--- src/rtl/uart_pkg.sv ---
// Shared UART definitions: frame layout, transmitter states and the even-parity
// rule used by both the transmitter and the oversampling receiver.
package uart_pkg;

  localparam int DATA_BITS  = 8;
  localparam int FRAME_BITS = 11;

  typedef enum logic [2:0] {
    S_IDLE   = 3'd0,
    S_START  = 3'd1,
    S_DATA   = 3'd2,
    S_PARITY = 3'd3,
    S_STOP   = 3'd4
  } tx_state_e;

  // Even parity: the parity bit makes the total count of ones in data+parity even.
  function automatic logic even_parity(input logic [DATA_BITS-1:0] data);
    return ^data;
  endfunction

endpackage

--- src/rtl/uart_tx_fifo.sv ---
// Single-clock byte FIFO in front of the serialiser; the head byte is visible
// combinationally on dout so the FSM can load it on the pop edge.
module uart_tx_fifo #(
  parameter int DEPTH = 4
) (
  input  logic                     clk,
  input  logic                     rst,
  input  logic                     push,
  input  logic                     pop,
  input  logic [7:0]               din,
  output logic [7:0]               dout,
  output logic [$clog2(DEPTH):0]   count,
  output logic                     full,
  output logic                     empty
);

  localparam int             AW       = $clog2(DEPTH);
  localparam logic [AW:0]    FULL_CNT = (AW+1)'(DEPTH);
  localparam logic [AW:0]    CNT_ONE  = (AW+1)'(1);
  localparam logic [AW-1:0]  PTR_ONE  = AW'(1);

  logic [7:0]    r_mem [DEPTH];
  logic [AW-1:0] r_wr_ptr;
  logic [AW-1:0] r_rd_ptr;
  logic [AW:0]   r_count;
  logic          w_push;
  logic          w_pop;

  assign full   = (r_count == FULL_CNT);
  assign empty  = (r_count == '0);
  assign w_push = push && !full;
  assign w_pop  = pop && !empty;
  assign dout   = r_mem[r_rd_ptr];
  assign count  = r_count;

  // Storage array; contents need no reset since the pointers define validity.
  always_ff @(posedge clk) begin
    if (w_push) begin
      r_mem[r_wr_ptr] <= din;
    end
  end

  // Pointers wrap naturally because DEPTH is a power of two.
  always_ff @(posedge clk or negedge rst) begin
    if (!rst) begin
      r_wr_ptr <= '0;
      r_rd_ptr <= '0;
      r_count  <= '0;
    end else begin
      if (w_push) r_wr_ptr <= r_wr_ptr + PTR_ONE;
      if (w_pop)  r_rd_ptr <= r_rd_ptr + PTR_ONE;
      case ({w_push, w_pop})
        2'b10:   r_count <= r_count + CNT_ONE;
        2'b01:   r_count <= r_count - CNT_ONE;
        default: r_count <= r_count;
      endcase
    end
  end

endmodule

--- src/rtl/uart_tx.sv ---
// UART transmitter: FIFO-buffered bytes sent as start, 8 data bits LSB first,
// even parity and stop, with back-to-back frames when more bytes are queued.
module uart_tx
  import uart_pkg::*;
#(
  parameter int CLOCK_FREQ = 27000000,
  parameter int BAUD_RATE  = 1000000,
  parameter int FIFO_DEPTH = 4
) (
  input  logic                          clk,
  input  logic                          rst,
  input  logic [7:0]                    tx_data,
  input  logic                          tx_valid,
  output logic                          tx_ready,
  output logic                          Tx,
  output logic                          busy,
  output logic [$clog2(FIFO_DEPTH):0]   fifo_count
);

  localparam int              BIT_CYCLES = CLOCK_FREQ / BAUD_RATE;
  localparam int              CW         = (BIT_CYCLES > 1) ? $clog2(BIT_CYCLES) : 1;
  localparam logic [CW-1:0]   BIT_LAST   = CW'(BIT_CYCLES - 1);

  tx_state_e               r_state;
  logic [CW-1:0]           r_bit_cnt;
  logic [2:0]              r_bit_idx;
  logic [DATA_BITS-1:0]    r_shift;
  logic                    r_parity;
  logic                    r_tx;

  logic [7:0]              w_head;
  logic                    w_full;
  logic                    w_empty;
  logic                    w_bit_end;
  logic                    w_pop;
  logic                    w_line;

  assign w_bit_end = (r_bit_cnt == BIT_LAST);
  assign w_pop     = !w_empty && ((r_state == S_IDLE) || ((r_state == S_STOP) && w_bit_end));
  assign tx_ready  = !w_full;
  assign busy      = (r_state != S_IDLE) || (fifo_count != '0);
  assign Tx        = r_tx;

  uart_tx_fifo #(.DEPTH(FIFO_DEPTH)) u_fifo (
    .clk   (clk),
    .rst   (rst),
    .push  (tx_valid),
    .pop   (w_pop),
    .din   (tx_data),
    .dout  (w_head),
    .count (fifo_count),
    .full  (w_full),
    .empty (w_empty)
  );

  // Line level implied by the current state; registered into r_tx one cycle later.
  always_comb begin
    w_line = 1'b1;
    case (r_state)
      S_IDLE:   w_line = 1'b1;
      S_START:  w_line = 1'b0;
      S_DATA:   w_line = r_shift[0];
      S_PARITY: w_line = r_parity;
      S_STOP:   w_line = 1'b1;
      default:  w_line = 1'b1;
    endcase
  end

  // Frame sequencer, bit timer, shift register and parity latch.
  always_ff @(posedge clk or negedge rst) begin
    if (!rst) begin
      r_state   <= S_IDLE;
      r_bit_cnt <= '0;
      r_bit_idx <= 3'd0;
      r_shift   <= '0;
      r_parity  <= 1'b0;
      r_tx      <= 1'b1;
    end else begin
      r_tx      <= w_line;
      r_bit_cnt <= (r_state == S_IDLE || w_bit_end) ? '0 : r_bit_cnt + CW'(1);
      case (r_state)
        S_IDLE: begin
          if (!w_empty) begin
            r_shift   <= w_head;
            r_parity  <= even_parity(w_head);
            r_bit_idx <= 3'd0;
            r_state   <= S_START;
          end
        end
        S_START: begin
          if (w_bit_end) r_state <= S_DATA;
        end
        S_DATA: begin
          if (w_bit_end) begin
            r_shift   <= {1'b0, r_shift[DATA_BITS-1:1]};
            r_bit_idx <= r_bit_idx + 3'd1;
            if (r_bit_idx == 3'd7) r_state <= S_PARITY;
          end
        end
        S_PARITY: begin
          if (w_bit_end) r_state <= S_STOP;
        end
        S_STOP: begin
          if (w_bit_end) begin
            if (!w_empty) begin
              r_shift   <= w_head;
              r_parity  <= even_parity(w_head);
              r_bit_idx <= 3'd0;
              r_state   <= S_START;
            end else begin
              r_state <= S_IDLE;
            end
          end
        end
        default: r_state <= S_IDLE;
      endcase
    end
  end

endmodule

--- config.mk ---
export PLATFORM = sky130hd
export DESIGN_NAME = uart_tx
export DESIGN_NICKNAME = d
export VERILOG_FILES = /design/src/rtl/uart_pkg.sv /design/src/rtl/uart_tx_fifo.sv /design/src/rtl/uart_tx.sv
export SDC_FILE = /design/constraint.sdc
export NUM_CORES = 1
export LEC_CHECK = 0
export ABC_CLOCK_PERIOD_IN_PS = 3470
export CAP_MARGIN = 20
export CORE_MARGIN = 1
export CORE_UTILIZATION = 57
export CTS_BUF_LIST = sky130_fd_sc_hd__clkbuf_8
export DETAILED_ROUTE_END_ITERATION = 12
export PLACE_DENSITY = 0.75
export SLEW_MARGIN = 20
export SYNTH_ARGS = -nofsm -noshare
export SYNTH_HDL_FRONTEND = slang
export SYNTH_SLANG_ARGS = --single-unit
--- constraint.sdc ---
create_clock -name clk -period 3.47 [get_ports clk]
set_clock_uncertainty 0.1 [all_clocks]
set_input_delay 0.694 -clock clk [delete_from_list [all_inputs] [get_ports clk]]
set_output_delay 0.694 -clock clk [all_outputs]
set_load 0.03 [all_outputs]
### Word-level counts from Yosys, hierarchy flattened

Memories as Yosys holds them, arrays and structs flattened.
Cells that the tools add are included.

* add/subtract/negate cells: 6
* multipliers: 0
* divide/modulo/power cells: 0
* magnitude comparators: 0
* eq/ne operators: 15
* shift operators: 0
* muxes and demuxes: 24
* bitwise operators: 0
* reductions and logical operators: 20

Operators with widths (number)
* $mux 3: 9
* $mux 8: 3
* $pmux 8 s3: 1
* $pmux 3 s5: 1
* $ne 2x2->1 const B: 6
* $eq 3x3->1 const B: 3
* $pmux 3 s3: 1
* $reduce_bool 3->1: 3
* $reduce_xor 8->1: 1
* $add 3x1->3 const B: 2
* $eq 3x2->1 const B: 2
* $logic_not 3->1: 2
* $pmux 3 s2: 1
* $reduce_and 6->1: 1
* $add 5x1->5 const B: 1
* $eq 5x5->1 const B: 1
* $mux 1: 5
* $mux 5: 1
* $add 2x1->2 const B: 2
* $logic_and 1x1->1: 4
* $reduce_bool 2->1: 2
* $eq 3x1->1 const B: 1
* $logic_or 1x1->1: 3
* $pmux 1 s3: 1
* 7 further kinds: 8

* flip-flop bits (word level): 28
* bits in latches: 0
* RAM bits: 32
* memory bits (read-only): 0
* input port bits: 11
* output and inout port bits: 6
* memories: 1

Memories
* u_fifo.r_mem: depth 4, width 8, read ports 1, clocked after Yosys merged registers in 0, wr ports 1, line uart_tx_fifo.sv:22 `logic [7:0] r_mem [DEPTH];`

### Depth between registers and ports, before layout

* depth after elaboration: 7
* mapped depth: 10

### Modules after synthesis

Synthesis repeated with hierarchy kept, for this count alone.

* cell total of the unflattened synthesis: 181
* area, all modules: 2817.7 µm²

Modules (own cells, without submodules)
* uart_tx_fifo: times used 1, cells an instance 80, area each 1584.0 µm²
* uart_tx: times used 1, cells an instance 101, area each 1233.7 µm²

### Least setup slack after synthesis

OpenSTA, ideal clock, no wires.

* path kind: register to register
* start: register r_bit_cnt[0]
* end: register u_fifo.r_count[2], in the netlist u_fifo.count[2]
* library setup time: 0.080 ns
* arrival time: 2.363 ns
* required time: 3.290 ns
* setup slack: 0.926 ns
* stages on the path, launching flop included: 11
* buffers on the path: 0
* period minus slack after synthesis: 2.544 ns
* cell sequence: dfrtp_1 inv_1 ha_1 nand4b_4 a2111oi_4 ha_1 inv_1 fa_1 xor2_1 nor2_1 xor2_1

* word-level cells in the longest chain between the ends: 7

Ends and longest elaborated chain
* start: declaration: line uart_tx.sv:25 `logic [CW-1:0] r_bit_cnt;`
* start signal: assignment: line uart_tx.sv:80 `r_bit_cnt <= (r_state == S_IDLE || w_bit_end) ? '0 : r_bit_cnt + CW'(1);`
* $eq 5x5->1 (*): line uart_tx.sv:38 `assign w_bit_end = (r_bit_cnt == BIT_LAST);`
* $logic_and 1x1->1 (*): line uart_tx.sv:39 `assign w_pop = !w_empty && ((r_state == S_IDLE) || ((r_state == S_STOP) && w_bit_end));`
* $logic_or 1x1->1 (*): line uart_tx.sv:39
* $logic_and 1x1->1 (*): line uart_tx.sv:39
* $logic_and 1x1->1 (*): line uart_tx_fifo.sv:32 `assign w_pop = pop && !empty;`
* named net u_fifo.w_pop: line uart_tx_fifo.sv:27 `logic w_pop;`
* $eq 2x1->1 or $eq 2x2->1 (tied branches): line uart_tx_fifo.sv:52 `case ({w_push, w_pop})`
* $pmux 3 s2 or $reduce_bool 2->1 (tied branches)
* end signal: assignment: line uart_tx_fifo.sv:53 `2'b10: r_count <= r_count + CNT_ONE;`
* end signal: assignment: line uart_tx_fifo.sv:54 `2'b01: r_count <= r_count - CNT_ONE;`
* end signal: assignment: line uart_tx_fifo.sv:55 `default: r_count <= r_count;`
* end: declaration: line uart_tx_fifo.sv:25 `logic [AW:0] r_count;`

Mark *: on every way through the listed nets, which the timed path passes. The rest lies on a longest branch.
A chain may end at the register's enable or synchronous reset.

### Worst setup path after layout

* start: register u_fifo.r_count[0], in the netlist u_fifo.count[0]
* end: output port busy

* word-level cells in the longest chain between the ends: 2

Ends and longest elaborated chain
* $reduce_bool 3->1: line uart_tx.sv:41 `assign busy = (r_state != S_IDLE) || (fifo_count != '0);`
* $logic_or 1x1->1: line uart_tx.sv:41
* end: declaration: line uart_tx.sv:16 `output logic busy,`

Every way passes these cells.

==> results.md <==
* Synthesized area per cell at 14.6 um^2
* RSZ-0062 raised after global routing: false
* Layout Cells excl Fill at 261
* # hold bufs at CTS at 0
* Longest Clk Path Bufs at 2
* Syn Inst Count at 181
* Top Family by Delay on Critical Path: simple AND/OR/NAND/NOR gates
* Met3 GRT Util at 5.77%
* Share of cells above drive strength 1 at 14.4%
* Starting Density at 59.7%
* Leading area contributor after synthesis: edfxtp_1
* CP Data Required Time at 2.68 ns
* Synth Cell Area at 0.00264 mm^2
* Area grow syn2layout at 14.4%
* CP Buf/Inv Count at 1
* Vias in the first global route at 1528
* Vias at 1454
* Sequential-to-total area share from yosys stat at 63.1%
* Initial antenna violation count at 0
* Setup CP Type: reg2out
* Synth top area share at 36.4%
* Clock slew seen by the registers of the worst setup and hold paths at 0.07 ns
* Achievable frequency at 355 MHz
* Commonest cells post-synth: edfxtp_1 (32), dfrtp_1 (27), nand2_1 (15), nor2_1 (11), xnor2_1 (11)
* Synthesis Warnings at 0
* Cts bufs inserted at 9
* PD cells at 609 mW/mm^2
* Fin. Hold Viols at 0
* Worst setup SP type: register
* Die height at 70.0 um
* Most Crowded Layer GR: met2
* Post-synth EDFFs at 32
* Number of synthesized register bits at 60
* Status: finished clean
* Synth cell types at 35
* Synth area leaders: edfxtp_1 (36%), dfrtp_1 (26%), mux4_2 (6.8%)
* Met1 Resource Use GR at 25.6%
* H-tree levels at 3
* Final setup fails at 0
* Least-Margin Pin Slew at 0.616 ns
* Wire per inst at 16.1 um
* Slowest cell on the critical path: clkdlybuf4s50_1
* Crit path cell chain: nor3_1, nand3b_1, clkdlybuf4s50_1
* Final worst path period share at 81.2%
* Max-slew violation count at 0
* 1st-pass router iterations at 4
* Gr usage total at 19.8%
* Fin Setup TNS at 0 ns
* Worst min path class: reg2reg
* Synth async-reset ratio at 46.7%
* Remaining global-route overflow at 0
* Peak VDD IR at 0.000379 V
* Die Wd at 70.0 um
* # Max-Cap Violations at 0
* DR iter-0 viols at 65
* Fill cells at 314
* GP Congestion at 0.800
* Slew margin rel. at 58.6%
* Largest net degree at the start of global routing at 29
* CP max FO at 4
* Placed Cells at 245
* Crit. End Element: output pin
* Io pins at 17
* Leak at 1.23 nW
* CP peak stage delay at 0.61 ns
* CTS tree: built
* Post-route cell area at 0.00302 mm^2
* Placed instance area at 0.00284 mm^2
* DRC violations left at 0
* CTS root buf: clkbuf_8
* Final core utilization at 68.3%
* # port buffers at 16
* Routed Antenna Nets at 0
* # rows at 24
* First-pass GRT wire length at 7250 um
* Detailed Route WL at 4200 um
* Clock Sinks at 60
* Grt met2 use at 31.8%
* Core Box Area at 0.00441 mm^2
* Crit path DAT at 2.02 ns
* Syn_nets at 202
* Count leader, synth: edfxtp_1
* Most used DFF post-synth: edfxtp_1
* N_diodes at 0
* Post-DP HPWL at 3010 um
* # nets final at 225
* Post-CTS setup buffer count at 0
* Clock Latency Late Sink at 0.33 ns
* Drt via density at 5.57
* DIE AREA at 0.00490 mm^2
* Tmin final at 2.82 ns
* CTS resizes at 0
-- through the flow --
stage               power [W]  setup WS [ns]  hold WS, ns
floorplan             0.00116          0.926        0.298
global placement      0.00128          0.806        0.364
detailed placement    0.00131          0.702        0.377
CTS                   0.00186          0.620        0.385
global route          0.00193          0.429        0.420
finish                0.00184          0.654        0.383
-- cells by family after synthesis --
logic type               share of synthesized area (%)
buffers and inverters                             2.75
adder cells (fa/ha/maj)                           5.03
AO/OA/AOI/OAI                                     5.93
multiplexers                                      9.87
flip-flops                                        63.1
XOR/XNOR                                          5.65
AND/OR/NAND/NOR                                   7.69
-- final timing paths --
check | cells past startpoint | from | slack [ns] | endpoint
worst max register to register | 10 | r_bit_cnt[0] | 0.70 | u_fifo.count[2]
max in group asynchronous | 2 | rst | 2.33 | Tx
min in group asynchronous | 2 | rst | 0.64 | r_state[1]
worst max-delay path | 3 | u_fifo.count[0] | 0.65 | busy
worst min-delay path | 1 | r_bit_cnt[0] | 0.38 | r_bit_cnt[0]
worst min register to register | 1 | r_bit_cnt[0] | 0.38 | r_bit_cnt[0]
-- area by class of cell --
class	count	area, um^2	share of cell area [%]
clock buffers	9	124	4.11
multi-input cells	105	901	29.9
well taps	52	65.1	2.16
repair buffers	18	175	5.81
inverters	10	37.5	1.24
clock inverters	7	51.3	1.70
flip-flops and latches	60	1660	55.1
-- report_power, final --
part	switching (W)	leakage (nW)	internal, W
clock	0.000286	0.0860	0.000262
combinational	0.000221	0.518	0.000158
sequential	0.0000452	0.624	0.000865
total	0.000552	1.23	0.00129
-- routing by layer --
| metal | share of wire (%) | up-vias |
|---|---|---|
| met5 | 0 | - |
| met4 | 1.4 | 0 |
| met3 | 3.5 | 6 |
| met2 | 50 | 25 |
| met1 | 45 | 726 |
| li1 | - | 697 |
-- registers in the layout, indices dropped and copies added, names as in the netlist --
signal and cells:
u_fifo.count 3, r_state 3, u_fifo.r_mem 32, Tx 1
r_shift 8, r_bit_cnt 5, r_parity 1, r_bit_idx 3
u_fifo.r_rd_ptr 2, u_fifo.r_wr_ptr 2
-- layout by cell type (no fill, tap or decap), types with 2 or more instances in the layout --
master / Yosys / final
dfrtp_1: 27 / 27
clkinvlp_4: 0 / 2
buf_4: 1 / 2
xor2_1: 6 / 6
clkdlybuf4s50_1: 0 / 16
o21ai_0: 10 / 10
a21oi_1: 3 / 3
nand3_1: 3 / 3
edfxtp_1: 32 / 32
ha_1: 9 / 9
and3_1: 4 / 4
clkinv_2: 0 / 2
o22ai_1: 2 / 2
nor2_1: 11 / 11
inv_1: 10 / 10
inv_6: 0 / 2
xnor2_1: 11 / 11
nand2_1: 15 / 15
mux4_2: 8 / 8
clkbuf_8: 0 / 9
mux2i_1: 8 / 8
-- worst reg2reg max path, stage by stage (launching register included) --
cell	delay (ns)
dfrtp_1	0.41
inv_1	0.07
ha_1	0.21
nand4b_4	0.16
a2111oi_4	0.62
ha_1	0.28
inv_1	0.06
fa_1	0.37
xor2_1	0.15
nor2_1	0.12
xor2_1	0.15
Note: power is estimated with default switching activity, not from simulation.
